$ cat src/rtl/dmem_arbiter.sv
// Data-memory arbiter: CPU-priority in RUN with UART anti-starvation, DRAIN/LOAD for exclusive UART access.
// Grant is combinational in the request cycle; read data returns one cycle later to the port that issued it.
module dmem_arbiter #(
    parameter int ADDR_W       = 10,
    parameter int DATA_W       = 32,
    parameter int STARVE_LIMIT = 8
) (
    input  logic              clk,
    input  logic              reset,
    input  logic              uart_on,
    input  logic              cpu_req,
    input  logic              cpu_we,
    input  logic [ADDR_W-1:0] cpu_addr,
    input  logic [DATA_W-1:0] cpu_wdata,
    output logic              cpu_stall,
    output logic              cpu_hold,
    output logic              cpu_rvalid,
    output logic [DATA_W-1:0] cpu_rdata,
    input  logic              uart_req,
    input  logic              uart_we,
    input  logic [ADDR_W-1:0] uart_addr,
    input  logic [DATA_W-1:0] uart_wdata,
    output logic              uart_gnt,
    output logic              uart_rvalid,
    output logic [DATA_W-1:0] uart_rdata,
    output logic              mem_en,
    output logic              mem_we,
    output logic [ADDR_W-1:0] mem_addr,
    output logic [DATA_W-1:0] mem_wdata,
    input  logic [DATA_W-1:0] mem_rdata
);

    localparam int CNT_W = $clog2(STARVE_LIMIT + 1);

    typedef enum logic [1:0] {RUN, DRAIN, LOAD} state_t;

    state_t             state_q, state_d;
    logic [CNT_W-1:0]   starve_cnt_q, starve_cnt_d;
    logic               cpu_pend_q, cpu_pend_d;
    logic               uart_pend_q, uart_pend_d;
    logic               cpu_grant, uart_grant;

    always_comb begin
        state_d      = state_q;
        starve_cnt_d = starve_cnt_q;
        cpu_grant    = 1'b0;
        uart_grant   = 1'b0;
        case (state_q)
            RUN: begin
                uart_grant = uart_req & (~cpu_req | (starve_cnt_q == CNT_W'(STARVE_LIMIT)));
                cpu_grant  = cpu_req & ~uart_grant;
                if (uart_req & ~uart_grant) begin
                    if (starve_cnt_q != CNT_W'(STARVE_LIMIT)) begin
                        starve_cnt_d = starve_cnt_q + CNT_W'(1);
                    end
                end else begin
                    starve_cnt_d = '0;
                end
                if (uart_on) begin
                    state_d = DRAIN;
                end
            end
            DRAIN: begin
                starve_cnt_d = '0;
                state_d      = uart_on ? LOAD : RUN;
            end
            LOAD: begin
                starve_cnt_d = '0;
                if (uart_on) begin
                    uart_grant = uart_req;
                end else begin
                    state_d = RUN;
                end
            end
            default: begin
                state_d      = RUN;
                starve_cnt_d = '0;
            end
        endcase
        if (reset) begin
            cpu_grant  = 1'b0;
            uart_grant = 1'b0;
        end
        cpu_pend_d  = cpu_grant & ~cpu_we;
        uart_pend_d = uart_grant & ~uart_we;
    end

    always_comb begin
        mem_en    = cpu_grant | uart_grant;
        mem_we    = 1'b0;
        mem_addr  = '0;
        mem_wdata = '0;
        if (uart_grant) begin
            mem_we    = uart_we;
            mem_addr  = uart_addr;
            mem_wdata = uart_wdata;
        end else if (cpu_grant) begin
            mem_we    = cpu_we;
            mem_addr  = cpu_addr;
            mem_wdata = cpu_wdata;
        end
        uart_gnt    = uart_grant;
        cpu_hold    = ~reset & (state_q != RUN);
        cpu_stall   = ~reset & ((cpu_req & ~cpu_grant) | cpu_hold);
        // Pending-read flags are masked during reset so no stale pulse leaks out.
        cpu_rvalid  = ~reset & cpu_pend_q;
        uart_rvalid = ~reset & uart_pend_q;
        cpu_rdata   = cpu_rvalid  ? mem_rdata : '0;
        uart_rdata  = uart_rvalid ? mem_rdata : '0;
    end

    always_ff @(posedge clk) begin
        if (reset) begin
            state_q      <= RUN;
            starve_cnt_q <= '0;
            cpu_pend_q   <= 1'b0;
            uart_pend_q  <= 1'b0;
        end else begin
            state_q      <= state_d;
            starve_cnt_q <= starve_cnt_d;
            cpu_pend_q   <= cpu_pend_d;
            uart_pend_q  <= uart_pend_d;
        end
    end

endmodule

$ cat config.mk
export PLATFORM = sky130hd
export DESIGN_NAME = dmem_arbiter
export DESIGN_NICKNAME = d
export VERILOG_FILES = /design/src/rtl/dmem_arbiter.sv
export SDC_FILE = /design/constraint.sdc
export NUM_CORES = 1
export LEC_CHECK = 0
export CAP_MARGIN = 20
export CORE_AREA = 3 3 90 92
export CTS_BUF_LIST = sky130_fd_sc_hd__clkbuf_2
export DETAILED_ROUTE_END_ITERATION = 12
export DIE_AREA = 0 0 93 95
export GPL_TIMING_DRIVEN = 0
export HOLD_SLACK_MARGIN = 0.02
export PLACE_DENSITY = 0.71
export SYNTH_ARGS = -nofsm -noshare
export SYNTH_HDL_FRONTEND = slang
export SYNTH_SLANG_ARGS = --single-unit
export TNS_END_PERCENT = 20
$ cat constraint.sdc
create_clock -name clk -period 1.7 [get_ports clk]
set_input_delay 0.17 -clock clk [delete_from_list [all_inputs] [get_ports clk]]
set_output_delay 0.17 -clock clk [all_outputs]
set_load 0.05 [all_outputs]
==> run_results.csv <==
group,metric,value,unit
synth,syn_inst,172,
power_and_ir_drop,ir_drop,0.191,mV
synth,synthMuxAreaShare,0,
clock_tree,clockBufferDepth,2,
min_path,hold_depth,2,
grt,grt_pass1_wl,11800,um
clock_tree,worstSkewPairLatency,0.23,ns
floorplanning,coreArea,7290,um2
routing,drt_first_iter_violations,23,
clock_tree,htreeDepth,1,
finish,final-instance-count-excl-fill,514,
power_and_ir_drop,internal_power,796,uW
finish,drive_above_1_share,0.446,
routing,drc,0,
setup_path,cpPeakStageDelay,0.34,ns
setup_path,cp_cell_sequence,"inv_2, ha_4, and3b_2, o311a_4, buf_8, buf_8, a22o_4, buf_6",
timing,post-route-period-util,1.29,
finish,area_growth_syn_to_layout,218,%
routing,routed_via_density,4.41,
min_path,min_path_type,"register to register",
grt,grt_pass1_vias,2340,
synth,yosys.area_share.xor_xnor,0.00667,
clock_tree,cts_sinks,8,
placed_design,dp.cells,505,
power_and_ir_drop,seqPwrFrac,0.140,
power_and_ir_drop,leakagePower,1.91,nW
floorplanning,die_w,93,um
synth,synth-adder-area-share,0.0191,
timing,worstMarginPinSlew,0.551,ns
power_and_ir_drop,switching_power,615,uW
finish,n_antenna_cell,0,
timing,rsz0062_at_grt,"yes",
synth,ys_ff_latch,8,
grt,grt_antenna_before_repair,0,
setup_path,end_kind,"output port",
synth,synth_compound_area_frac,0.314,
status,status,"complete, but fails checks",
placed_design,port_buffers,234,
floorplanning,boundaryPins,236,
placed_design,gp_congestion,0.785,
routing,wl_per_cell,15.9,um
synth,syn-num-nets,297,
floorplanning,dieArea,8840,um2
grt,grt_max_degree,11,
synth,netlist_area,1310,um2
power_and_ir_drop,power_density,338,nW/um2
synth,yosys.area_share.simple,0.436,
setup_path,path_max_fanout,10,
grt,grt_overflow,0,
routing,dr_total_vias,2269,
status,violations,"setup timing",
timing,fmax,0.457,GHz
timing,hold_viol_final,0,
floorplanning,rows,31,
synth,synth.yosys.seq_area_share,0.122,
timing,maxSlewViolCount,0,
floorplanning,initial_core_util,0.180,
timing,setup_ws,-0.486,ns
routing,routed_wl,8150,um
clock_tree,cts_made_buffers,3,
setup_path,path_class,"register to output port",
finish,nets,542,
synth,yosys_warnings,0,
power_and_ir_drop,power.share.switching,0.436,
timing,relSlewSlack,0.633,
placed_design,dp_hpwl,6820,um
clock_tree,hold_buffers,0,
timing,finalSetupViolCount,64,
synth,synth_top_family_by_area,"simple AND/OR/NAND/NOR gates",
setup_path,cp.arrival,2.02,ns
timing,fin_tns_setup,-21.31,ns
synth,synth_cell_types,25,
setup_path,cpMostUsedCell,"buf_8",
setup_path,required,1.53,ns
clock_tree,root_buffer,"clkbuf_2",
timing,fin_skew,0.00709,ns
setup_path,crit_path_start_kind,"register",
grt,grt_use_total,0.166,
timing,period_minus_slack,2.19,ns
routing,first_pass_iters,4,
power_and_ir_drop,power.share.clock,0.078,
setup_path,worst-r2r-cell-count,7,
routing,postRouteAntennaNets,0,
setup_path,cp_slowest_cell,"dfxtp_2",
run,maxCapViolCount,0,
power_and_ir_drop,pwr-share-comb,0.782,
power_and_ir_drop,total_power,1.41,mW
floorplanning,dieHeight,95,um
clock_tree,cts_tree,"built",
clock_tree,path_clk_slew,0.08,ns
synth,synth.avg_cell_area,7.63,um2
[Yosys cell counts]
cell,count,area (um2)
nor3_1,3,15.0
clkbuf_1,8,30.0
xnor2_1,1,8.76
nor3b_1,2,15.0
ha_1,2,25.0
inv_1,3,11.3
or2_2,1,6.26
nand3_1,2,10.0
nand4b_1,1,8.76
nand3b_1,1,7.51
and2_1,65,407
dfxtp_1,8,160
nor4b_2,1,15.0
a21oi_1,2,10.0
a22o_1,43,377
a2bb2oi_1,1,8.76
buf_6,5,56.3
buf_4,5,37.5
nor2b_1,4,25.0
o311a_1,1,10.0
and3b_1,1,8.76
nand2b_1,5,31.3
nor2_1,4,15.0
nand2_1,2,7.51
o22ai_1,1,6.26
[layout by cell type, fill, tap and decap left out, types with 2 or more instances in the layout]
cell type,instances
clkbuf_4,9
nand3_1,2
nand2b_1,5
clkbuf_2,7
buf_8,4
nor2b_4,2
and2_1,65
dfxtp_1,6
a21oi_1,2
clkdlybuf4s50_1,121
buf_6,45
a22o_1,5
dfxtp_2,2
nor3_1,3
inv_2,2
a22o_4,38
nor2b_1,2
clkbuf_1,3
clkdlybuf4s15_2,31
nor2_1,4
buf_2,29
nand2_1,2
buf_4,9
[cell families (layout without fill, tap and decap cells)]
kind of cell             Yosys count  after routing
XOR/XNOR                           1              1
flip-flops                         8              8
buffers and inverters             21            264
AO/OA/AOI/OAI                     48             48
adder cells (fa/ha/maj)            2              2
AND/OR/NAND/NOR                   92             92
[path summary, 6_finish.rpt]
| kind | slack (ns) | endpoint | from |
|---|---|---|---|
| min | 0.51 | starve_cnt_q[3]$_SDFFE_PP0N_ | starve_cnt_q[3]$_SDFFE_PP0N_ |
| min reg2reg | 0.51 | starve_cnt_q[3]$_SDFFE_PP0N_ | starve_cnt_q[3]$_SDFFE_PP0N_ |
| max | -0.49 | mem_wdata[3] | starve_cnt_q[0]$_SDFFE_PP0N_ |
| max reg2reg | 0.11 | uart_pend_q$_SDFF_PP0_ | starve_cnt_q[0]$_SDFFE_PP0N_ |
[metrics by stage]
stage               instance area [um2]  setup slack, ns  utilization  hold WS [ns]
floorplan                          1680           -0.162            -         0.242
global placement                   4140           -0.927        0.568         0.440
detailed placement                 4140           -0.931        0.568         0.449
CTS                                4350           -0.550        0.596         0.444
global route                       4180           -0.567        0.573         0.512
finish                             4180           -0.486        0.573         0.513
[layer usage]
layer / vias to the layer above / global-route usage / share of wire
li1: 1102 / - / -
met1: 1020 / 0.162 / 0.33
met2: 145 / 0.328 / 0.53
met3: 2 / 0.0701 / 0.14
met4: 0 / 0.0293 / 0.0033
met5: - / 0 / 0
[cell type report]
class,count,area (um2)
Fill cell,677,3110
Sequential cell,8,163
Clock buffer,3,15.0
Tap cell,99,124
Buffer,18,160
Multi-Input combinational cell,143,1400
Timing Repair Buffer,240,2310
Inverter,3,11.3
[power groups by stage]
stage | combinational [mW] | clock (mW) | sequential, mW
6_report | 1.10 | 0.111 | 0.197
5_1_grt | 1.16 | 0.130 | 0.198
4_1_cts | 1.11 | 0.118 | 0.197
3_5_place_dp | 1.07 | 0 | 0.202
3_3_place_gp | 1.07 | 0 | 0.202
2_1_floorplan | 0.569 | 0 | 0.201
[critical path: cells and delay by family (launching register included)]
kind / cells / cell delay [ns]
compound gates: 2 / 0.59
buf+inv: 4 / 0.49
fa+ha+maj: 1 / 0.16
simple gates: 1 / 0.21
flops: 1 / 0.34
[sequential cells by signal (all words and copies together), names as in the netlist]
| signal | flops |
|---|---|
| starve_cnt_q | 4 |
| state_q | 2 |
| cpu_pend_q | 1 |
| uart_pend_q | 1 |
[timing repair]
| action | in CTS | in global routing |
|---|---|---|
| buffers inserted | 4 | 1 |
| setup endpoints to repair | 113 | 114 |
| cloned | 1 | 0 |
| gates resized for setup | 495 | 122 |
| pin swaps | 0 | 3 |
Note: power is estimated with default switching activity, not from simulation.
